==> config.mk <==
export PLATFORM = sky130hd
export DESIGN_NAME = fifo_rd_ctrl
export DESIGN_NICKNAME = d
export VERILOG_FILES = /design/src/rtl/fifo_rd_ctrl.sv
export SDC_FILE = /design/constraint.sdc
export NUM_CORES = 1
export LEC_CHECK = 0
export BUFFER_PORTS_ARGS = -buffer_cell sky130_fd_sc_hd__buf_2
export CORE_UTILIZATION = 35
export CTS_CLUSTER_DIAMETER = 150
export DETAILED_ROUTE_END_ITERATION = 8
export PLACE_DENSITY = 0.64
export SETUP_SLACK_MARGIN = 0.2
export SLEW_MARGIN = 20
export SYNTH_ARGS = -nofsm -noshare
export SYNTH_HDL_FRONTEND = slang
export SYNTH_SLANG_ARGS = --single-unit
==> constraint.sdc <==
create_clock -name clk -period 3.08 [get_ports clk]
set_input_delay 0.308 -clock clk [delete_from_list [all_inputs] [get_ports clk]]
set_output_delay 0.308 -clock clk [all_outputs]
set_load 0.01 [all_outputs]
==> src/rtl/fifo_rd_ctrl.sv <==
// Read-side pointer and flag controller for the dual-clock FIFO.
// Synchronises the Gray write pointer, tracks the read pointer, and derives empty/level flags.
module fifo_rd_ctrl #(
    parameter int DEPTH     = 32,
    parameter int AW        = $clog2(DEPTH),
    parameter int AE_THRESH = 2,
    parameter int DW        = 8
) (
    input  logic          clk,
    input  logic          rst,
    input  logic [AW:0]   wr_ptr_gray,
    input  logic          rd_en,
    input  logic [DW-1:0] ram_rd_data,
    output logic [AW-1:0] rd_addr,
    output logic [DW-1:0] rd_data,
    output logic          rd_valid,
    output logic [AW:0]   rd_ptr_gray,
    output logic          empty,
    output logic          almost_empty,
    output logic [AW:0]   level,
    output logic          underflow
);

    localparam int PW = AW + 1;

    function automatic logic [PW-1:0] bin2gray(input logic [PW-1:0] b);
        return b ^ (b >> 1);
    endfunction

    function automatic logic [PW-1:0] gray2bin(input logic [PW-1:0] g);
        logic [PW-1:0] b;
        b[PW-1] = g[PW-1];
        for (int i = PW - 2; i >= 0; i--) begin
            b[i] = b[i+1] ^ g[i];
        end
        return b;
    endfunction

    logic [PW-1:0] wr_gray_p1;
    logic [PW-1:0] wr_gray_p2;
    logic [PW-1:0] rd_bin;
    logic [PW-1:0] wr_bin_s;
    logic [PW-1:0] rd_bin_next;
    logic [PW-1:0] rd_gray_next;
    logic [PW-1:0] avail;
    logic          rd_fire;

    assign wr_bin_s     = gray2bin(wr_gray_p2);
    assign rd_fire      = rd_en & ~empty;
    assign rd_bin_next  = rd_bin + PW'(rd_fire);
    assign rd_gray_next = bin2gray(rd_bin_next);
    // Modulo subtraction yields DEPTH when full thanks to the extra pointer bit.
    assign avail        = wr_bin_s - rd_bin_next;

    assign rd_addr = rd_bin[AW-1:0];
    assign rd_data = ram_rd_data;

    // Stage p1/p2: two-flop synchroniser for the foreign-domain Gray pointer
    always_ff @(posedge clk or posedge rst) begin
        if (rst) begin
            wr_gray_p1 <= '0;
            wr_gray_p2 <= '0;
        end else begin
            wr_gray_p1 <= wr_ptr_gray;
            wr_gray_p2 <= wr_gray_p1;
        end
    end

    // Read pointer, flags and read-valid strobe all register against the next pointer
    always_ff @(posedge clk or posedge rst) begin
        if (rst) begin
            rd_bin       <= '0;
            rd_ptr_gray  <= '0;
            rd_valid     <= 1'b0;
            empty        <= 1'b1;
            almost_empty <= 1'b1;
            level        <= '0;
            underflow    <= 1'b0;
        end else begin
            rd_bin       <= rd_bin_next;
            rd_ptr_gray  <= rd_gray_next;
            rd_valid     <= rd_fire;
            empty        <= (rd_gray_next == wr_gray_p2);
            almost_empty <= (avail <= PW'(AE_THRESH));
            level        <= avail;
            if (rd_en && empty) begin
                underflow <= 1'b1;
            end
        end
    end

endmodule

======== Word level (Yosys, flattened, before mapping) ========
Cells that the tools add are included.
word-level totals
  word-level logic and storage cells ...... 22
  register bits after elaboration ......... 34
  bits of input ports ..................... 17
operators by class
  bitwise operators ....................... 8
  order comparisons ....................... 1
  equal/unequal tests ..................... 1
  reduce and logical (&&, ||, !) cells .... 1
  add/subtract/negate cells ............... 2
operator list
  cell                                                             count
  adder 6 x 1 -> 6 bit                                             1
  == test 6 bit                                                    1
  less-or-equal comparator 6 x 2 -> 1 bit (second input constant)  1
  subtractor 6 bit                                                 1
  bitwise XOR 6 x 5 -> 6 bit                                       1
  bitwise XOR 1 bit                                                5
  bitwise AND 1 bit                                                1
  logical AND 1 bit                                                1
  inverter 1 bit                                                   1

======== Longest topological paths before layout ========
  depth after elaboration ................. 7
  depth in mapped cells ................... 13

======== Worst setup path before layout ========
Ideal clock, no wire load.
  path type ............................... register -> register
  start point ............................. reg wr_gray_p2[5]
  end point ............................... reg almost_empty
  path slack .............................. -22 ps
  library setup time ...................... 105 ps
  arrival ................................. 2997 ps
  buffers on the path ..................... 0
  cell stages (with the launch flop) ...... 13
  clock period less this slack ............ 3102 ps
  data required time ...................... 2975 ps
  path through ............................ dfrtp_1 > xnor2_4 > xnor2_1 > xor2_1 > xor2_1 > ha_1 > fa_1 > inv_1 > xnor2_1 > nor2_1 > o21ai_0 > nand4_1 > a2111oi_2
on the way
  cells in the longest elaborated chain, start to end .. 7
RTL lines
  what                                       RTL line  text
  from (decl)                                40        logic [PW-1:0] wr_gray_p2;
  from (signal assigned)                     65        wr_gray_p2 <= wr_gray_p1;
  bitwise XOR 1 bit (5 in a row)             34        b[i] = b[i+1] ^ g[i];
  subtractor 6 bit *                         53        assign avail = wr_bin_s - rd_bin_next;
  less-or-equal comparator 6 x 2 -> 1 bit *  84        almost_empty <= (avail <= PW'(AE_THRESH));
  to (signal assigned)                       84
  to (decl)                                  19        output logic almost_empty,
Mark *: on every way between the ends. The rest lies on a longest branch, timed or not.
A chain may end at the register's enable or synchronous reset.

======== Final worst setup path ========
  start point ............................. reg wr_gray_p2[4]
  end point ............................... reg almost_empty
on the way
  cells in the longest elaborated chain, start to end .. 7
RTL lines
  what                                       RTL line
  bitwise XOR 1 bit *                        34
  bitwise XOR 1 bit (4 in a row)             34
  subtractor 6 bit *                         53
  less-or-equal comparator 6 x 2 -> 1 bit *  84
Marked as above.

==> reports/summary.md <==
The flow ran to the end, but the final reports show violations. The checks that failed: design-rule violations. The logs give 2 for the H-tree depth reported by CTS and 0.0949 ns for the worst hold slack. The final net count was 197; the maximum number of pins on one net before global-route repair was 34. The prevailing post-synth register cell is sky130_fd_sc_hd__dfrtp_1. Summing the areas of all and, or, nand and nor instances in the mapped netlist gives 9.82% of the synthesized area.

The die is 71.1 microns wide. The detailed router finished its first iteration with 57 violations. The standard-cell row count is 24, and the area enclosed by the die boundary is 0.00505 sq mm.

OpenSTA, run right after detailed placement, puts the worst setup slack at 0.0415 ns. met2 is the most crowded layer. The share of the Yosys chip area taken by registers is 49.6%. The synthesized design spends more area on one cell type than any other, namely sky130_fd_sc_hd__dfrtp_1.

The complex-gate fraction of the synthesized area is 11.2%, and the quantity of hold-fixing buffers added after cts is 0. The worst-case IR drop observed on VDD is 0.000330 V. Final setup violation count: 0. In this run the vertical extent of the chip is 71.1 microns. Critical setup path kind: reg -> reg.

Sorting the synthesized cells by how often they occur yields sky130_fd_sc_hd__dfrtp_1 (31), sky130_fd_sc_hd__xor2_1 (14), sky130_fd_sc_hd__xnor2_1 (9), sky130_fd_sc_hd__buf_4 (8). The average instance in the mapped netlist occupies 11.8 sq um. Cells with a size suffix above 1 make up 39.2% of the layout.

The worst register-to-register path ends at almost_empty. The most instantiated library cell after synthesis is sky130_fd_sc_hd__dfrtp_1. Total nets after synthesis: 163. The final critical path takes up 92.9% of the cycle.

The number of max-slew violations in the final report was 0; the total area of sequential cells was 831 sq um. The run gives 416 as the number of fill cells. The largest family of logic cells by synthesized area was XOR/XNOR gates.

In the routed design, unresolved DRC markers number 4. The worst reg2reg path startpoint is wr_gray_p2[4]. At the end of routability-driven placement, the weighted congestion stood at 0.782. In this run the tightest slew margin relative to its limit is 71.0%. The clock buffer count from CTS is 5, and the via count of the first global-routing pass is 1,119. Final critical-path required period: 2.86 ns.

The logs give 43 for the count of cell types in the netlist and 44.8% for the final design utilization. The remaining antenna violation count after routing came out at 0. For this run, the top clock speed supported by timing is 0.349 GHz. Global routing consumed, on the met2 layer, 24.0% of the routing resources. Summing every instance area after synthesis gives 0.00167 sq mm. For the global routing usage on met3, the log shows 4.56%. The tightest min-delay check is of the in -> async type. Counting cells, the worst reg-to-reg path comes to 12. The data required time of the critical path is 3.26 ns.

The clock sink total is 33. For the worst setup path, the data arrival time is 3.05 ns. The logs give 14.4% for the met1 layer usage reported by global route and 0.00447 sq mm for the core area. The leakage power was 0.922 nW.

The final design area excluding fillers was 0.00201 sq mm; the number of antenna violations at the first check in global routing was 0. Clock latency on the worst-skew pair, taken at its later pin, is 0.28 ns. From synthesis to final layout, the design area changed by 20.2%. The total global-route track usage is 13.5%. Routed via count: 1,152. TritonCTS built the clock tree. After routing, the total negative slack on setup checks comes to 0 ns. By area the synthesized netlist is led by sky130_fd_sc_hd__dfrtp_1 (46%), sky130_fd_sc_hd__xor2_1 (7.3%), sky130_fd_sc_hd__xnor2_4 (4.9%), sky130_fd_sc_hd__xnor2_1 (4.7%), sky130_fd_sc_hd__buf_4 (3.6%).

For the pin with the worst max-slew slack, the measured transition is 0.434 ns. Maximum fanout along the worst path: 5. The tool flagged a number of max-cap violations equal to 0. The power density of the placed cells came out at 1160 mW/mm^2. The final wirelength is 3150 microns, and the detailed-route vias per instance is 5.05.

The synthesized design devotes to its leading area cell type 46.5% of total area. The post-synthesis share of cell area spent on full adders, half adders and majority gates is 4.20%. The cell sitting at the root of the clock tree is a sky130_fd_sc_hd__clkbuf_8.

In the synthesized netlist, the number of instances is 141. Category of the worst setup path capture point: a register. The first detailed-routing pass took 8 iterations.

The number of enable-type register cells in the synthesized netlist was 0; the post-synthesis xor/xnor area fraction was 17.0%. The first-pass GRT wire length came out at 5180 microns. The worst register-to-register path has a setup slack of 0.22 ns. The run gives 0 as the hold violation count in the final report.

Setup repair after global routing could not meet its margin everywhere. The placed wire-length estimate after detailed placement was 2270 microns; the proportion of synthesized area in mux cells was 1.27%. STA classifies the critical path startpoint as a register. For this run, the number of Yosys warnings is 0. In this run the deepest clock path goes through 2 buffers. The setup slack after layout is 0.218 ns, and the async set-reset flop share out of synthesis is 100%. After detailed routing, the average wire length per cell comes to 13.8 microns. The run gives 0 as the number of antenna repair diodes.

The total area of multi-input combinational cells is 762 sq um, and the total I/O pin count is 46. The flip-flop and latch count after synthesis came out at 33. For the total cell area at the placement stage, the log shows 0.00186 sq mm.

After clock tree synthesis, the clock-pin slew on the worst setup and hold paths is 0.07 ns. The total grt overflow came out at 0. Once the floorplan was initialized, standard cells occupied 37.3% of the core. For the final database, setup skew stands at 0.00690 ns. Input and output buffers added on the ports amount to 29.
-- power by group --
group	switching, mW	leakage [nW]	internal [mW]
clock	0.152	0.0542	0.202
sequential	0.101	0.383	0.585
combinational	0.732	0.485	0.556
-- logic make-up after synthesis --
kind of cell    after synthesis
flops                        33
compound gates               25
buf+inv                      20
mux                           2
xor+xnor                     26
fa+ha+maj                     5
simple gates                 30
-- flip-flops by register name (all words and copies together), names as in the netlist, 5 cells and up --
| signal | cells |
|---|---|
| level | 6 |
| rd_bin | 6 |
| rd_ptr_gray | 5 |
| wr_gray_p1 | 6 |
| wr_gray_p2 | 6 |
-- layer usage --
| metal | part of all wire [%] | vias up |
|---|---|---|
| met5 | 0 | - |
| met4 | 1.9 | 0 |
| met3 | 6.9 | 9 |
| met2 | 52 | 44 |
| met1 | 40 | 558 |
| li1 | - | 541 |
-- worst max path at each step --
stage | endpoint | cells after the start | slack (ns) | start
2_1_floorplan | almost_empty | 12 | 0.20 | wr_gray_p2[2]
3_3_place_gp | almost_empty | 12 | 0.17 | wr_gray_p2[5]
3_5_place_dp | almost_empty | 12 | 0.04 | wr_gray_p2[5]
4_1_cts | almost_empty | 12 | 0.21 | wr_gray_p2[4]
5_1_grt | almost_empty | 12 | 0.05 | wr_gray_p2[2]
6_report | almost_empty | 12 | 0.22 | wr_gray_p2[4]
-- placed cells by master, fill, tap and decap left out, drive strengths merged, types with 2 or more instances in the layout --
master,Yosys,routed
buf,11,38
dfrtp,31,31
xor2,14,14
xnor2,12,12
inv,8,8
nand2,7,7
clkbuf,0,7
nor2b,6,6
a21oi,5,5
nor2,4,4
nand3,4,4
ha,4,4
o21ai,3,3
o211ai,3,3
and2,2,2
or2,2,2
a31oi,2,2
a21o,2,2
dfstp,2,2
clkinv,1,2
nor3,2,2
a211oi,2,2
-- stage by stage --
step / total power [mW] / cells
after floorplan: 1.63 / 141
after global placement: 1.90 / 216
after detailed placement: 1.94 / 216
after CTS: 2.33 / 228
after global routing: 2.49 / 228
final: 2.33 / 228
-- repair_timing --
item / in CTS / in global routing
setup buffers: 4 / 0
endpoints found under the setup margin: 2 / 2
pin swaps: 2 / 0
hold endpoints to repair: 0 / 0
gates resized for setup: 5 / 1
-- cell type report --
| type | count | area share [%] |
|---|---|---|
| flip-flops and latches | 33 | 41.4 |
| multi-input cells | 88 | 38.0 |
| repair buffers | 38 | 10.6 |
| clock buffers | 7 | 4.80 |
| well taps | 52 | 3.24 |
| inverters | 9 | 1.68 |
| clock inverters | 1 | 0.250 |
-- critical path, cell delays in order (launching register included) --
cell and delay, ns:
sky130_fd_sc_hd__dfrtp_2 0.46, sky130_fd_sc_hd__xnor2_4 0.15, sky130_fd_sc_hd__xnor2_2 0.22, sky130_fd_sc_hd__xor2_2 0.19
sky130_fd_sc_hd__xor2_1 0.10, sky130_fd_sc_hd__ha_1 0.23, sky130_fd_sc_hd__fa_2 0.38, sky130_fd_sc_hd__inv_1 0.10
sky130_fd_sc_hd__xnor2_1 0.16, sky130_fd_sc_hd__nor2_1 0.08, sky130_fd_sc_hd__o21ai_2 0.15, sky130_fd_sc_hd__nand4_1 0.17
sky130_fd_sc_hd__a2111oi_2 0.38
Note: power is estimated with default switching activity, not from simulation.
